[src/rtl/mc_control_fsm.sv]
// Multicycle MIPS-subset control FSM: IF/ID/EXE/MEM/WB/HALT with combinational control outputs.
// Optional feature: define MC_CTRL_JAL_EN to decode jal (ID -> WB, link to $31, jump).
module mc_control_fsm #(
    parameter int unsigned MEM_WAIT = 0
) (
    input  logic       clk,
    input  logic       rst,
    input  logic [5:0] opcode,
    input  logic [5:0] funct,
    input  logic       zero,
    output logic       PCWr,
    output logic       IRWr,
    output logic       RegWr,
    output logic       MemWr,
    output logic       IorD,
    output logic       ALUSrcA,
    output logic [1:0] ALUSrcB,
    output logic [1:0] PCSrc,
    output logic [1:0] RegDst,
    output logic [1:0] MemToReg,
    output logic [2:0] ALUOp,
    output logic [2:0] state,
    output logic       halted
);

    localparam int unsigned WAIT_W = 3;

    localparam logic [2:0] S_IF   = 3'd0;
    localparam logic [2:0] S_ID   = 3'd1;
    localparam logic [2:0] S_EXE  = 3'd2;
    localparam logic [2:0] S_MEM  = 3'd3;
    localparam logic [2:0] S_WB   = 3'd4;
    localparam logic [2:0] S_HALT = 3'd5;

    localparam logic [5:0] OP_RTYPE = 6'b000000;
    localparam logic [5:0] OP_ADDI  = 6'b001000;
    localparam logic [5:0] OP_ORI   = 6'b001101;
    localparam logic [5:0] OP_LW    = 6'b100011;
    localparam logic [5:0] OP_SW    = 6'b101011;
    localparam logic [5:0] OP_BEQ   = 6'b000100;
    localparam logic [5:0] OP_BNE   = 6'b000101;
    localparam logic [5:0] OP_J     = 6'b000010;
    localparam logic [5:0] OP_JAL   = 6'b000011;
    localparam logic [5:0] OP_HALT  = 6'b111111;

    localparam logic [2:0] ALU_ADD = 3'b000;
    localparam logic [2:0] ALU_SUB = 3'b001;
    localparam logic [2:0] ALU_AND = 3'b010;
    localparam logic [2:0] ALU_OR  = 3'b011;
    localparam logic [2:0] ALU_SLT = 3'b100;

    localparam logic [1:0] SRCB_REG  = 2'd0;
    localparam logic [1:0] SRCB_SEXT = 2'd1;
    localparam logic [1:0] SRCB_ZEXT = 2'd2;
    localparam logic [1:0] SRCB_FOUR = 2'd3;

    localparam logic [1:0] PC_ALU    = 2'd0;
    localparam logic [1:0] PC_BRANCH = 2'd1;
    localparam logic [1:0] PC_JUMP   = 2'd2;

    localparam logic [1:0] DST_RT = 2'd0;
    localparam logic [1:0] DST_RD = 2'd1;
    localparam logic [1:0] DST_RA = 2'd2;

    localparam logic [1:0] M2R_ALU = 2'd0;
    localparam logic [1:0] M2R_MEM = 2'd1;
    localparam logic [1:0] M2R_PC  = 2'd2;

    logic [2:0]        stateNext;
    logic [WAIT_W-1:0] waitCnt;
    logic [WAIT_W-1:0] waitCntNext;

    logic isR, isAddi, isOri, isLw, isSw, isBeq, isBne, isJ, isJal, isHalt;
    logic functOk;
    logic toExe;
    logic lastMem;
    logic [2:0] rAluOp;

    // Instruction decode
    assign isR    = (opcode == OP_RTYPE);
    assign isAddi = (opcode == OP_ADDI);
    assign isOri  = (opcode == OP_ORI);
    assign isLw   = (opcode == OP_LW);
    assign isSw   = (opcode == OP_SW);
    assign isBeq  = (opcode == OP_BEQ);
    assign isBne  = (opcode == OP_BNE);
    assign isJ    = (opcode == OP_J);
    assign isJal  = (opcode == OP_JAL);
    assign isHalt = (opcode == OP_HALT);

    always_comb begin
        functOk = 1'b1;
        rAluOp  = ALU_ADD;
        case (funct)
            6'b100000: rAluOp = ALU_ADD;
            6'b100010: rAluOp = ALU_SUB;
            6'b100100: rAluOp = ALU_AND;
            6'b100101: rAluOp = ALU_OR;
            6'b101010: rAluOp = ALU_SLT;
            default:   functOk = 1'b0;
        endcase
    end

    assign toExe   = (isR && functOk) || isAddi || isOri || isLw || isSw || isBeq || isBne;
    assign lastMem = (waitCnt == WAIT_W'(MEM_WAIT));

    always_ff @(posedge clk or negedge rst) begin
        if (!rst) begin
            state   <= S_IF;
            waitCnt <= '0;
        end else begin
            state   <= stateNext;
            waitCnt <= waitCntNext;
        end
    end

    // Next state and control outputs
    always_comb begin
        stateNext   = S_IF;
        waitCntNext = '0;
        PCWr        = 1'b0;
        IRWr        = 1'b0;
        RegWr       = 1'b0;
        MemWr       = 1'b0;
        IorD        = 1'b0;
        ALUSrcA     = 1'b0;
        ALUSrcB     = SRCB_REG;
        PCSrc       = PC_ALU;
        RegDst      = DST_RT;
        MemToReg    = M2R_ALU;
        ALUOp       = ALU_ADD;
        halted      = 1'b0;

        case (state)
            S_IF: begin
                PCWr      = 1'b1;
                IRWr      = 1'b1;
                ALUSrcB   = SRCB_FOUR;
                ALUOp     = ALU_ADD;
                stateNext = S_ID;
            end
            S_ID: begin
                if (isJ) begin
                    PCWr      = 1'b1;
                    PCSrc     = PC_JUMP;
                    stateNext = S_IF;
                end else if (isHalt) begin
                    stateNext = S_HALT;
`ifdef MC_CTRL_JAL_EN
                end else if (isJal) begin
                    stateNext = S_WB;
`endif
                end else if (toExe) begin
                    stateNext = S_EXE;
                end else begin
                    stateNext = S_IF;
                end
            end
            S_EXE: begin
                ALUSrcA = 1'b1;
                if (isR) begin
                    ALUSrcB   = SRCB_REG;
                    ALUOp     = rAluOp;
                    stateNext = S_WB;
                end else if (isAddi) begin
                    ALUSrcB   = SRCB_SEXT;
                    stateNext = S_WB;
                end else if (isOri) begin
                    ALUSrcB   = SRCB_ZEXT;
                    ALUOp     = ALU_OR;
                    stateNext = S_WB;
                end else if (isLw || isSw) begin
                    ALUSrcB   = SRCB_SEXT;
                    stateNext = S_MEM;
                end else if (isBeq || isBne) begin
                    ALUSrcB   = SRCB_REG;
                    ALUOp     = ALU_SUB;
                    PCSrc     = PC_BRANCH;
                    PCWr      = isBeq ? zero : ~zero;
                    stateNext = S_IF;
                end
            end
            S_MEM: begin
                IorD = 1'b1;
                if (lastMem) begin
                    MemWr     = isSw;
                    stateNext = isLw ? S_WB : S_IF;
                end else begin
                    waitCntNext = waitCnt + WAIT_W'(1);
                    stateNext   = S_MEM;
                end
            end
            S_WB: begin
                if (isR) begin
                    RegWr  = 1'b1;
                    RegDst = DST_RD;
                end else if (isAddi || isOri) begin
                    RegWr = 1'b1;
                end else if (isLw) begin
                    RegWr    = 1'b1;
                    MemToReg = M2R_MEM;
`ifdef MC_CTRL_JAL_EN
                end else if (isJal) begin
                    RegWr    = 1'b1;
                    RegDst   = DST_RA;
                    MemToReg = M2R_PC;
                    PCWr     = 1'b1;
                    PCSrc    = PC_JUMP;
`endif
                end
                stateNext = S_IF;
            end
            S_HALT: begin
                halted    = 1'b1;
                stateNext = S_HALT;
            end
            default: stateNext = S_IF;
        endcase

        // Reset kills every write in the same cycle, whatever state is showing
        if (!rst) begin
            PCWr  = 1'b0;
            IRWr  = 1'b0;
            RegWr = 1'b0;
            MemWr = 1'b0;
        end
    end

endmodule

[config.mk]
export PLATFORM = sky130hd
export DESIGN_NAME = mc_control_fsm
export DESIGN_NICKNAME = d
export VERILOG_FILES = /design/src/rtl/mc_control_fsm.sv
export SDC_FILE = /design/constraint.sdc
export NUM_CORES = 1
export LEC_CHECK = 0
export CORE_MARGIN = 4
export CORE_UTILIZATION = 42
export DETAILED_ROUTE_END_ITERATION = 16
export GPL_TIMING_DRIVEN = 0
export HOLD_SLACK_MARGIN = 0.06
export PLACE_DENSITY_LB_ADDON = 0.3
export SLEW_MARGIN = 10
export SYNTH_ARGS = -nofsm -noshare
export SYNTH_HDL_FRONTEND = slang
export SYNTH_SLANG_ARGS = --single-unit
[constraint.sdc]
create_clock -name clk -period 4.66 [get_ports clk]
set_input_delay 0.932 -clock clk [delete_from_list [all_inputs] [get_ports clk]]
set_output_delay 0.932 -clock clk [all_outputs]
set_load 0.1 [all_outputs]
==> results.toml, run 1 <==
[synth]
synth-xor-area-share_pct = 2.52
synthAdderAreaFrac_pct = 3.60
synthMuxAreaShare_pct = 2.88
async_flop_share_pct = 100
synth_top_area_share_pct = 21.6
synth_seq_cells = 6
synth-compound-area-share_pct = 18.5
synth_cell_types = 41
synthTopCellsByArea = "dfrtp_1 22%, nor3_4 4.7%, nor3_1 4.3%, nor2_1 4.3%, a21oi_1 3.6%"
yosysTopAreaCell = "dfrtp_1"
synth-main-ff-cell = "dfrtp_1"
yosys.area_share.simple_pct = 40.5
yosysSeqAreaShare_pct = 21.6
synth_edf_count = 0
synth_area_um2 = 696
synth_top_family_by_area = "simple AND/OR/NAND/NOR gates"
yosysWarnings = 0
synthCells = 89
postSynthAreaPerCell_um2 = 7.82

[global_route]
grt_overflow = 0
antenna_found_initial = 0
first_global_vias = 815
grt_start_max_net_pins = 11
grt_usage_pct = 17.2
grt_pass1_wl_um = 3310

[die]
die_h_um = 48.7
die_area_um2 = 2370
ios = 36
initial_core_util_pct = 45.1
core-area_um2 = 1540
die_w_um = 48.7
rows = 14

[worst_setup_path]
crit_path_start_kind = "primary input"
path_cells = "clkdlybuf4s50_1 > buf_6 > nor3_4 > nand3_1 > a211oi_1 > o21a_1 > clkdlybuf4s50_1"
crit_type = "primary input to output pin"
worstRegToRegCells = 5
slowest_delay_ns = 1.13
timing.rr.start = "state[2]"
cp_max_fo = 10
end_kind = "output pin"
reg2reg_to = "state[2]"
r2r_slack_ns = 3.25
cp.required_ns = 3.73
crit_buf_inv = 3
worst_path_most_repeated_cell = "clkdlybuf4s50_1"
slowest_stage = "clkdlybuf4s50_1"
cpLargestDelayFamily = "buffers and inverters"
worstPathArrival_ns = 3.44

[clock_network]
clk_path_buf_depth = 2
cts.reportedPaths.clkPinSlew_ns = 0.04
cts_tree = "done"
clk_latency_ns = 0.25
clock_sinks = 6
post_cts_buffers = 0
htreeDepth = 1
cts_buffers = 3
cts-root-buf = "clkbuf_4"

[detailed_routing]
vias_per_cell = 5.62
wl_per_cell_um = 13.1
drt_iter0_markers = 17
drc = 0
dr_total_vias = 793
dr.pass1.iters = 4
antenna_left = 0
routed_wirelength_um = 1850

[power]
powerDensity_nw_per_um2 = 382
p_leak_nw = 0.460
ir_worst_vdd_mv = 0.251
total_power_mw = 0.409

[sta]
whs_ns = 0.468
setup_tns_ns = 0
relSlewSlack_pct = 34.2
maxSlewViolCount = 0
timing.fmax_ghz = 0.229
min_period_ns = 4.37
fin_worst_skew_ns = 0.00150
worst_slew_pin_slew_ns = 0.984
hold_viol_final = 0
setup_viol = 0
rsz0062_at_grt = "no"
layout_worst_path_cycle_share_pct = 93.8

[worst_hold_path]
min_to = "waitCnt[0]"
hold_path_class = "flop to flop"
min_from = "waitCnt[0]"
min_path_cells = 1

[run_status]
status = "completed"

[placement]
hpwl_um = 1520
finalWeightedCongestion = 0.844
dp.cells = 138
portBuffers = 32

[flow_run]
maxCapViolations = 0

[finish]
layout.cells.non_filler = 141
nets = 144
layout-drive-gt1-share_pct = 10.4
fin_util_pct = 69.5
area_growth_syn_to_layout_pct = 54.0
final_common_cell = "clkdlybuf4s50_1"
num_antenna_cells = 0
final_cell_mix = "31 x clkdlybuf4s50_1, 8 x nor2_1"
==> cells in the mapped netlist (3+ instances only) <==
cell type / instances
a21oi_1: 5
inv_1: 6
nor2b_1: 3
nand2_1: 6
nor2_1: 8
nand3_1: 4
nor3_1: 6
dfrtp_1: 6
==> how the worst max path moves through the flow <==
stage / slack [ns] / cells past startpoint / endpoint / from
final: 0.29 / 7 / PCWr / opcode[3]
after global routing: 0.18 / 6 / PCWr / opcode[0]
after CTS: 0.13 / 6 / ALUOp[0] / opcode[5]
after detailed placement: 0.13 / 6 / ALUOp[0] / opcode[5]
after global placement: 0.16 / 6 / ALUOp[0] / opcode[5]
after floorplan: 0.1 / 4 / PCSrc[1] / opcode[2]
==> cells by family after synthesis <==
logic type | after synthesis
buffers and inverters | 12
AOI/OAI and AO/OA | 18
xor gates and xnor gates | 2
other | 1
muxes | 2
and+or+nand+nor | 46
adders and majority gates | 2
DFF | 6
==> registers in the layout, indices dropped and copies added, names as in the netlist <==
register / cells
state: 3
waitCnt: 3
==> stage by stage <==
step | setup slack (ns) | cell area, µm²
2_1_floorplan | 0.0987 | 706
3_3_place_gp | 0.155 | 1050
3_5_place_dp | 0.134 | 1050
4_1_cts | 0.128 | 1070
5_1_grt | 0.176 | 1070
6_report | 0.288 | 1070
==> routing by layer <==
| layer | global-route usage, % | share of wire, % | wire length, µm |
|---|---|---|---|
| met1 | 19.8 | 44 | 809 |
| met2 | 28.9 | 47 | 863 |
| met3 | 5.21 | 9.0 | 167 |
| met4 | 7.62 | 0.76 | 14 |
| met5 | 0 | 0 | 0 |
==> worst reg2reg max path, stage by stage (launching register included) <==
cell and delay [ns]:
dfrtp_1 0.33, buf_2 0.20, nor2_1 0.10, nand2_1 0.23
inv_1 0.11, a221o_1 0.32
==> power breakdown <==
| part | internal [mW] | leakage (nW) | switching, mW | total (mW) |
|---|---|---|---|---|
| Combinational | 0.0738 | 0.365 | 0.219 | 0.293 |
| Sequential | 0.0577 | 0.0814 | 0.0103 | 0.0680 |
| Clock | 0.0292 | 0.0138 | 0.0191 | 0.0483 |
| Total | 0.161 | 0.460 | 0.248 | 0.409 |
==> final cells by class <==
class | instances | area [µm²]
multi-input cells | 72 | 487
fillers | 128 | 470
repair buffers | 32 | 323
flip-flops and latches | 6 | 150
plain buffers | 6 | 46.3
clock buffers | 3 | 22.5
inverters | 6 | 22.5
well taps | 16 | 20.0
==> timing repair <==
action                     in CTS  in global routing
gates resized for setup         0                  1
hold buffers                    0                  0
setup endpoints to repair       0                  1
(Power assumes the default switching activity.)
==> inputs of run 2 (changes only) <==
--- a/config.mk
+++ b/config.mk
@@ -10,7 +10,8 @@
 export DETAILED_ROUTE_END_ITERATION = 16
 export GPL_TIMING_DRIVEN = 0
 export HOLD_SLACK_MARGIN = 0.06
-export PLACE_DENSITY_LB_ADDON = 0.3
+export PLACE_DENSITY = 0.85
+export SETUP_SLACK_MARGIN = 0.3
 export SLEW_MARGIN = 10
 export SYNTH_ARGS = -nofsm -noshare
 export SYNTH_HDL_FRONTEND = slang
==> constraint.sdc (replaced) <==
create_clock -name clk -period 4.66 [get_ports clk]
set_input_delay 1.398 -clock clk [delete_from_list [all_inputs] [get_ports clk]]
set_output_delay 1.398 -clock clk [all_outputs]
set_load 0.1 [all_outputs]
==> run 2 against run 1 <==
  * Non-clock buffer count is 6 higher
  * Total power is 1.1% higher
  * Flip-flop and latch count stayed put
  * Clock skew is 0.0051 ns higher
  * First-iteration DRC count is 18% lower
  * Sequential power hardly changed
  * Die area stayed put
  * Worst setup slack better by 0.054 ns
  * Clock power is 4.1% lower
  * Global-route usage is 0.26 points higher
  * Maximum frequency is 1.2% higher
  * Critical path type unchanged
  * Highest routed layer is now met3
==> results.toml, run 2 (synthesized netlist as in run 1, its figures left out) <==
[finish]
final_area_um2 = 1190
layout-drive-gt1-share_pct = 35.1
nets = 150
regArea_um2 = 150
fillers = 121
largestRegisters = "state x3, waitCnt x3"
area_growth_syn_to_layout_pct = 70.7
multi_input_area_um2 = 581
layout.cells.non_filler = 147
final_cell_mix = "14 x clkdlybuf4s50_1, 12 x buf_4, 7 x nor2_1"
num_antenna_cells = 0
fin_util_pct = 77.0
final_common_cell = "clkdlybuf4s50_1"

[global_route]
globalRouteMet1Util_pct = 21.7
grt-busiest-layer = "met2"
grt_use_met2_pct = 29.8
grt_start_max_net_pins = 11
grt_usage_pct = 17.5
antenna_found_initial = 0
grt_use_met3_pct = 3.99
grt_overflow = 0
grt_pass1_wl_um = 3460
first_global_vias = 827

[worst_setup_path]
end_kind = "output pin"
slowest_stage = "clkdlybuf4s50_1"
crit_type = "primary input to output pin"
crit_path_start = "funct[2]"
worstPathArrival_ns = 2.92
timing.rr.start = "state[2]"
crit_path_start_kind = "primary input"
slowest_delay_ns = 0.54
cp.required_ns = 3.26
path_cells = "clkdlybuf4s50_1 > nor2b_1 > a21oi_1 > or3_4 > a21oi_4 > buf_12"
cp_max_fo = 4

[worst_hold_path]
min_from = "waitCnt[0]"
hold_path_class = "flop to flop"

[placement]
portBuffers = 32
placed_area_um2 = 1110
hpwl_um = 1500
finalWeightedCongestion = 0.812
preCtsSetupSlack_ns = -0.870
dp.cells = 138

[detailed_routing]
wl_per_cell_um = 14.1
dr.pass1.iters = 4
routed_wirelength_um = 2080
dr_total_vias = 849
vias_per_cell = 5.78
antenna_left = 0
drc = 0
drt_iter0_markers = 14

[power]
p_leak_nw = 0.539
internal-power_mw = 0.162
power_frac_comb_pct = 72.3
p_switching_mw = 0.252
ir_worst_vdd_mv = 0.270
p_seq_share_pct = 16.5
p_clk_share_pct = 11.2
total_power_mw = 0.414
powerDensity_nw_per_um2 = 348
sw_frac_of_total_pct = 60.9

[run_status]
status = "completed"

[clock_network]
cts.reportedPaths.clkPinSlew_ns = 0.05
clk_path_buf_depth = 2
cts_buffers = 3
cts_hold_buf = 0
clock_sinks = 6
htreeDepth = 1
clk_latency_ns = 0.24
cts_tree = "done"
cts-root-buf = "clkbuf_4"

[sta]
fin_worst_skew_ns = 0.00662
worst_slew_pin_slew_ns = 0.978
setup_tns_ns = 0
whs_ns = 0.486
maxSlewViolCount = 0
setup_slack_ns = 0.342
layout_worst_path_cycle_share_pct = 92.7
min_period_ns = 4.32
timing.fmax_ghz = 0.232
relSlewSlack_pct = 34.6
hold_viol_final = 0
setup_viol = 0
rsz0062_at_grt = "no"

[die]
initial_core_util_pct = 45.1
die_h_um = 48.7
die_w_um = 48.7
die_area_um2 = 2370
rows = 14
ios = 36
core-area_um2 = 1540

[flow_run]
maxCapViolations = 0
## run 2: changes by cell type in the layout (fill, tap and decap cells not counted), sizes merged
cell | previous run | this run
buf | 5 | 23
clkbuf | 4 | 5
clkdlybuf4s15 | 0 | 3
clkdlybuf4s50 | 31 | 14
dlygate4sd2 | 0 | 2
dlymetal6s2s | 1 | 0
## run 2: what timing repair did
action / in CTS / in global routing
setup buffers: 4 / 2
resized for setup: 84 / 7
pin swaps: 5 / 6
setup endpoints to repair: 13 / 4
## run 2: layer usage
metal	wire length, µm	vias to the layer above
met3	168	0
met1	847	395
met2	1060	45
met4	0	0
met5	0	-
li1	-	409
## run 2: path summary, 6_finish.rpt
check	endpoint	slack [ns]	cells after the start
min in group asynchronous	waitCnt[2]	1.45	1
max in group asynchronous	state[2]	2.92	1
setup / recovery	ALUOp[0]	0.34	6
setup reg to reg	state[2]	3.10	5
hold reg to reg	waitCnt[0]	0.49	1
hold / removal	waitCnt[0]	0.49	1
## run 2: critical path: cells and delay by family
kind | cells | cell delay [ns]
AND/OR/NAND/NOR | 2 | 0.52
buffers and inverters | 2 | 0.73
AO/OA/AOI/OAI | 2 | 0.26
## run 2: cell type report
cell class | count | share of cell area (%)
sequential | 6 | 12.6
multi-input combinational | 72 | 48.9
inverter | 6 | 1.90
buffer | 6 | 3.90
tap | 16 | 1.69
clock buffer | 3 | 1.90
timing repair buffer | 38 | 29.1
## run 2: power by group through the flow
stage	clock (mW)	combinational, mW	sequential [mW]
4_1_cts	0.0481	0.292	0.0679
3_5_place_dp	0	0.300	0.0687
2_1_floorplan	0	0.192	0.107
3_3_place_gp	0	0.300	0.0684
5_1_grt	0.0522	0.309	0.0692
6_report	0.0463	0.299	0.0682
==> inputs of run 3 (changes only) <==
--- a/config.mk
+++ b/config.mk
@@ -7,6 +7,7 @@
 export LEC_CHECK = 0
 export CORE_MARGIN = 4
 export CORE_UTILIZATION = 42
+export CTS_CLUSTER_DIAMETER = 200
 export DETAILED_ROUTE_END_ITERATION = 16
 export GPL_TIMING_DRIVEN = 0
 export HOLD_SLACK_MARGIN = 0.06
==> results of run 3 <==
Final layout, timing and power as in run 2 (identical DEF).
